**src/rtl/pc_fetch_ctrl.sv**
```systemverilog
// Program counter and run-control sequencer feeding the pipelined core's fetch stage.
// Optional performance counters are built when PCFETCH_PERF_EN is defined.
module pc_fetch_ctrl #(
  parameter logic [31:0] RESET_VEC    = 32'h0000_0000,
  parameter logic [31:0] END_ADDR     = 32'h0000_00FC,
  parameter int unsigned BOOT_CYCLES  = 2,
  parameter int unsigned DRAIN_CYCLES = 4,
  parameter int unsigned CNT_W        = 32
) (
  input  logic             clk,
  input  logic             rst_n,
  input  logic             run,
  input  logic             PCWrite,
  input  logic [31:0]      Addr_Out,
  output logic [31:0]      Addr_In,
  output logic             fetch_valid,
  output logic             busy,
  output logic             halted,
  output logic             end_hit,
  output logic             misalign,
  output logic [CNT_W-1:0] cycle_cnt,
  output logic [CNT_W-1:0] stall_cnt
);

  localparam int unsigned SEQ_W = 4;
  localparam logic [SEQ_W-1:0] BOOT_LAST  = SEQ_W'(BOOT_CYCLES - 1);
  localparam logic [SEQ_W-1:0] DRAIN_LAST = SEQ_W'(DRAIN_CYCLES - 1);

  typedef enum logic [2:0] {
    S_IDLE  = 3'd0,
    S_BOOT  = 3'd1,
    S_RUN   = 3'd2,
    S_DRAIN = 3'd3,
    S_HALT  = 3'd4
  } state_t;

  state_t           state;
  logic [SEQ_W-1:0] seq_cnt;

  // Run-control FSM; status outputs are registered alongside the state they decode.
  always_ff @(posedge clk or negedge rst_n) begin
    if (!rst_n) begin
      state       <= S_IDLE;
      seq_cnt     <= '0;
      Addr_In     <= RESET_VEC;
      fetch_valid <= 1'b0;
      busy        <= 1'b0;
      halted      <= 1'b0;
      end_hit     <= 1'b0;
      misalign    <= 1'b0;
    end else begin
      case (state)
        S_IDLE: begin
          if (run) begin
            state   <= S_BOOT;
            seq_cnt <= '0;
            busy    <= 1'b1;
          end
        end
        S_BOOT: begin
          if (seq_cnt == BOOT_LAST) begin
            state       <= S_RUN;
            fetch_valid <= 1'b1;
          end else begin
            seq_cnt <= seq_cnt + SEQ_W'(1);
          end
        end
        S_RUN: begin
          // A stalled cycle never triggers; misalignment wins over the end address.
          if (PCWrite) begin
            if (Addr_Out[1:0] != 2'b00) begin
              state       <= S_HALT;
              misalign    <= 1'b1;
              fetch_valid <= 1'b0;
              busy        <= 1'b0;
              halted      <= 1'b1;
            end else begin
              Addr_In <= Addr_Out;
              if (Addr_In == END_ADDR) begin
                state       <= S_DRAIN;
                seq_cnt     <= '0;
                end_hit     <= 1'b1;
                fetch_valid <= 1'b0;
              end
            end
          end
        end
        S_DRAIN: begin
          if (seq_cnt == DRAIN_LAST) begin
            state  <= S_HALT;
            busy   <= 1'b0;
            halted <= 1'b1;
          end else begin
            seq_cnt <= seq_cnt + SEQ_W'(1);
          end
        end
        S_HALT: begin
        end
        default: begin
          state       <= S_IDLE;
          fetch_valid <= 1'b0;
          busy        <= 1'b0;
          halted      <= 1'b0;
        end
      endcase
    end
  end

`ifdef PCFETCH_PERF_EN
  logic [CNT_W-1:0] cycle_q;
  logic [CNT_W-1:0] stall_q;

  // Saturating counters; they only move in RUN/DRAIN so HALT freezes them.
  always_ff @(posedge clk or negedge rst_n) begin
    if (!rst_n) begin
      cycle_q <= '0;
      stall_q <= '0;
    end else begin
      if ((state == S_RUN || state == S_DRAIN) && cycle_q != '1)
        cycle_q <= cycle_q + CNT_W'(1);
      if (state == S_RUN && !PCWrite && stall_q != '1)
        stall_q <= stall_q + CNT_W'(1);
    end
  end

  assign cycle_cnt = cycle_q;
  assign stall_cnt = stall_q;
`else
  assign cycle_cnt = '0;
  assign stall_cnt = '0;
`endif

endmodule
```
**config.mk**
```make
export PLATFORM = sky130hd
export DESIGN_NAME = pc_fetch_ctrl
export DESIGN_NICKNAME = d
export VERILOG_FILES = /design/src/rtl/pc_fetch_ctrl.sv
export SDC_FILE = /design/constraint.sdc
export NUM_CORES = 1
export LEC_CHECK = 0
export ABC_AREA = 0
export BUFFER_PORTS_ARGS = -buffer_cell sky130_fd_sc_hd__buf_2
export CAP_MARGIN = 10
export CORE_MARGIN = 2
export CORE_UTILIZATION = 50
export CTS_BUF_LIST = sky130_fd_sc_hd__clkbuf_2
export CTS_CLUSTER_DIAMETER = 50
export CTS_CLUSTER_SIZE = 8
export DETAILED_ROUTE_END_ITERATION = 10
export PLACE_DENSITY_LB_ADDON = 0.25
export SLEW_MARGIN = 30
export SYNTH_ARGS = -nofsm -noshare
export SYNTH_HDL_FRONTEND = slang
export SYNTH_SLANG_ARGS = --single-unit
```
**constraint.sdc**
```tcl
create_clock -name clk -period 4.8 [get_ports clk]
set_input_delay 0.96 -clock clk [delete_from_list [all_inputs] [get_ports clk]]
set_output_delay 0.96 -clock clk [all_outputs]
set_load 0.05 [all_outputs]
```
# Word level (Yosys, flattened, before mapping)
# Index checks and enable logic that the tools add are counted.
dict set report word_totals {
  wordCells 73
  ff_bits 44
  out_inout_bits 101
}
dict set report classes {
  n_reduce_logical 14
  n_addsub 1
  eq_ne 17
  n_mux 28
  bitwise_logic 5
}
# operator count
set ops {}
lappend ops {{$eq A32 B8 Y1 const B} 1}
lappend ops {{$mux W4} 6}
lappend ops {{$mux W3} 6}
lappend ops {{$ne A2 B2 Y1 const B} 9}
lappend ops {{$pmux W4 S4} 1}
lappend ops {{$pmux W3 S5} 1}
lappend ops {{$reduce_and A4 Y1} 3}
lappend ops {{$mux W1} 11}
lappend ops {{$reduce_and A7 Y1} 1}
lappend ops {{$eq A3 B2 Y1 const B} 2}
lappend ops {{$pmux W1 S3} 2}
lappend ops {{$reduce_and A3 Y1} 2}
lappend ops {{$reduce_and A6 Y1} 1}
lappend ops {{$reduce_or A3 Y1} 2}
lappend ops {{$not A1 Y1} 5}
lappend ops {{$reduce_and A5 Y1} 1}
lappend ops {{$add A4 B1 Y4 const B} 1}
lappend ops {{$eq A4 B1 Y1 const B} 1}
lappend ops {{$eq A4 B2 Y1 const B} 1}
lappend ops {{$pmux W1 S4} 1}
lappend ops {{$reduce_bool A4 Y1} 1}
lappend ops {{$eq A3 B1 Y1 const B} 1}
lappend ops {{$eq A3 B3 Y1 const B} 1}
lappend ops {{$logic_not A3 Y1} 1}
lappend ops {{other kinds (3)} 3}

# Longest topological paths before layout
dict set report depth {
  ltp_word 5
  ltp_mapped 7
}

# Least setup slack after synthesis
# Ideal clock, no wire load.
dict set report synth_path {
  path_kind {input port to flip-flop}
  start {input port Addr_Out[1]}
  end {register Addr_In[11]}
  cell_stages 4
  path_slack_ps 2791
  required_time_ps 4675
  n_path_buf 1
  t_arrival_ps 1884
  path_cell_list {nor4_4 nand2_2 buf_6 mux2_2}
}
dict set report synth_between {
  elab_chain_len 3
}
# item line
set synth_rtl {}
lappend synth_rtl {{start: declaration} 14} ;# input logic [31:0] Addr_Out,
lappend synth_rtl {{$reduce_bool A2 Y1} 71} ;# if (Addr_Out[1:0] != 2'b00) begin
lappend synth_rtl {{$not A1 Y1 (no source line)} n/a}
lappend synth_rtl {{$reduce_and A3 Y1 (no source line)} n/a}
lappend synth_rtl {{end signal: assignment} 78} ;# Addr_In <= Addr_Out;
lappend synth_rtl {{end: declaration} 15} ;# output logic [31:0] Addr_In,
# Every way passes these cells.
# A chain may end at the register's enable or synchronous reset.

# Worst setup path in the final report
dict set report layout_path {
  start {input port Addr_Out[1]}
  end {register Addr_In[2]}
}
# The elaborated chain is that of the path after synthesis.

==> metrics.md <==
| Metric | Value |
|---|---|
| Routed wire length | `4.31 mm` |
| Pin count of the biggest net entering global routing | `45` |
| Most common cell in the netlist | `buf_4` |
| Fin crit share | `0.440` |
| Power share of the sequential group | `0.345` |
| Clk pin slew, worst setup/hold paths | `0.20 ns` |
| Pint | `885 uW` |
| Comb power frac | `0.578` |
| Die Ht | `74.5 um` |
| Post-DR vias/cell | `4.55` |
| Fin. Hold Viols | `0` |
| Most used routing layer | `met2` |
| Die Width | `74.5 um` |
| Total GRT Usage | `0.160` |
| Drt drc | `0` |
| Top cells by area, synth | `dfrtp_1 (44%), buf_4 (19%), mux2_2 (14%), nor2_1 (1.7%), a21oi_1 (1.6%)` |
| # hold bufs at CTS | `0` |
| Cts bufs inserted | `5` |
| Area share of the largest cell type after synthesis | `0.443` |
| Power Density | `740 nW/um^2` |
| Max VDD drop | `0.000485 V` |
| Layout Nets | `334` |
| Cell area after synthesis | `2480 um^2` |
| Synth-to-Final Area Change | `7.91%` |
| Die ar. | `5550 um^2` |
| Post-route ant nets | `0` |
| NetSw | `1.10 mW` |
| F_max | `474 MHz` |
| Mapped Cells | `224` |
| Initial antenna violation count | `0` |
| Clock skew | `0.0179 ns` |
| Critical path data arrival time | `2.41 ns` |
| Fraction of registers with async set or reset after synthesis | `1.00` |
| Rows | `25` |
| Overflow after GRT | `0` |
| H-tree depth | `2` |
| IO Count | `137` |
| Grt met3 use | `0.0583` |
| Commonest cells post-synth | `buf_4 (64), dfrtp_1 (44), mux2_2 (30)` |
| Port Buffers | `72` |
| Register area share after synthesis | `0.443` |
| Root buffer cell | `clkbuf_2` |
| Final RePlAce weighted congestion | `0.788` |
| Min cycle time layout | `2.11 ns` |
| Global Route met1 Usage | `0.203` |
| RSZ-0062 raised after global routing | `false` |
| Layout cells sized above 1 | `0.391` |
| Vias in the first global route | `1531` |
| Clock power share | `0.076` |
| Startpoint class of the critical path | `input port` |
| Count of pins over their slew limit | `0` |
| Switch share | `0.554` |
| Core Area | `4750 um^2` |
| Synth area leader | `dfrtp_1` |
| Maxcap violations | `0` |
| Diodes inserted | `0` |
| Number of DRC markers in iteration 0 | `67` |
| First-pass GRT wire length | `6.79 mm` |
| Outcome | `completed` |
| Final worst slack | `2.69 ns` |
| Crit. End Element | `register` |
| CTS max path bufs | `2` |
| CTS tree | `done` |
| Setup Buffers After CTS | `0` |
| CTS resizes | `0` |
| Leakage | `1.39 nW` |
| Worst-Skew Late Latency | `0.39 ns` |
| Initial Utilization | `0.522` |
| Crit Path Class | `in2reg` |
| Met2 Use GR | `0.260` |
| Number of synthesized flops with an enable pin | `0` |
| Synth Warn # | `0` |
| Hpwl dp | `3.29 mm` |
| Pre-Repair DR Iteration Count | `4` |
| Worst EP required | `5.09 ns` |
| DR WL/cell | `11.8 um` |
| Setup TNS Final | `0 ns` |
| Hold Path Class | `reg2reg` |
| Actual slew at the worst max-slew pin | `0.696 ns` |
| Worst slack at placement | `2.22 ns` |
| Worst-path maximum fanout | `33` |
| Synth unique cells | `43` |
| Final Setup Violations | `0` |
| Routed vias | `1657` |
| Dominant synthesized flop cell | `dfrtp_1` |
| CTS Sinks | `44` |
| Seq cells post-synth | `44` |
| Max_slew headroom | `0.534` |
| Syn_area_per_cell | `11.1 um^2` |
[cell families (layout without fill, tap and decap cells)]
| logic type | count (synthesis) | in the layout | synth area share |
|---|---|---|---|
| buffers and inverters | 75 | 85 | 0.220 |
| flip-flops | 44 | 44 | 0.443 |
| AND/OR/NAND/NOR | 41 | 41 | 0.0962 |
| multiplexers | 31 | 31 | 0.140 |
| AO/OA/AOI/OAI | 29 | 29 | 0.0851 |
| adder cells (fa/ha/maj) | 2 | 2 | 0.0101 |
| other | 1 | 64 | 0.00151 |
| XOR/XNOR | 1 | 1 | 0.00353 |
[cell type report]
type                    instances  area [um^2]
repair buffers                 72          363
inverters                       5         18.8
clock buffers                   6         30.0
multi-input cells             168         1070
well taps                      67         83.8
clock inverters                 2         11.3
flip-flops and latches         44         1100
fillers                       438         2070
[critical path: stages]
cell and delay [ns]:
buf_2 0.12, nor4_4 0.39, nand2_2 0.48, mux2_2 0.44
[path summary, 6_finish.rpt]
path                                 startpoint                     end  slack (ns)  cells after the start
max in group asynchronous                 rst_n  seq_cnt[0]$_DFFE_PN0P_        3.91                      1
min in group asynchronous                 rst_n  Addr_In[6]$_DFFE_PN0P_        0.51                      1
min                        misalign$_DFFE_PN0P_    misalign$_DFFE_PN0P_        0.49                      2
max reg2reg                state[2]$_DFFE_PN0P_  Addr_In[2]$_DFFE_PN0P_        2.77                      4
max                                 Addr_Out[1]  Addr_In[2]$_DFFE_PN0P_        2.69                      4
min reg2reg                misalign$_DFFE_PN0P_    misalign$_DFFE_PN0P_        0.49                      2
[sequential cells by signal (all words and copies together) (netlist names)]
| signal | flops |
|---|---|
| misalign | 1 |
| seq_cnt | 4 |
| state | 3 |
| halted | 1 |
| end_hit | 1 |
| fetch_valid | 1 |
| busy | 1 |
| Addr_In | 32 |
[layer usage]
metal,vias up,routed length (um)
met5,-,0
met3,5,440
met4,0,44
li1,783,-
met1,779,1810
met2,90,2010
[power groups by stage]
stage / registers, mW / logic [mW] / clock network (mW)
6_report: 0.685 / 1.15 / 0.151
5_1_grt: 0.717 / 1.22 / 0.173
3_3_place_gp: 0.694 / 1.14 / 0
3_5_place_dp: 0.695 / 1.15 / 0
4_1_cts: 0.686 / 1.15 / 0.159
2_1_floorplan: 1.13 / 0.509 / 0
[cell usage in the layout (no fill, tap or decap), types with 2 or more instances in the layout]
cell type / n
o21bai_1: 2
and2_1: 3
nand2_1: 8
mux2_2: 30
o22ai_1: 2
nor4_1: 5
conb_1: 64
nand3_1: 2
a21oi_1: 8
inv_1: 5
nand2b_1: 2
o21ai_0: 2
nor2_1: 11
a31oi_1: 2
buf_2: 71
o31ai_1: 3
nor2b_1: 2
ha_1: 2
clkbuf_2: 6
dfrtp_1: 44
[metrics by stage]
| stage | area [um^2] | util | std cells | total power [mW] | hold WS (ns) |
|---|---|---|---|---|---|
| 2_1_floorplan | 2720 | - | 287 | 1.64 | 0.493 |
| 3_3_place_gp | 2640 | 0.554 | 356 | 1.83 | 0.446 |
| 3_5_place_dp | 2640 | 0.554 | 356 | 1.85 | 0.457 |
| 4_1_cts | 2680 | 0.563 | 364 | 2.00 | 0.502 |
| 5_1_grt | 2680 | 0.564 | 364 | 2.11 | 0.512 |
| 6_report | 2680 | 0.564 | 364 | 1.98 | 0.491 |
No activity file was read; power rests on OpenSTA's default activity.
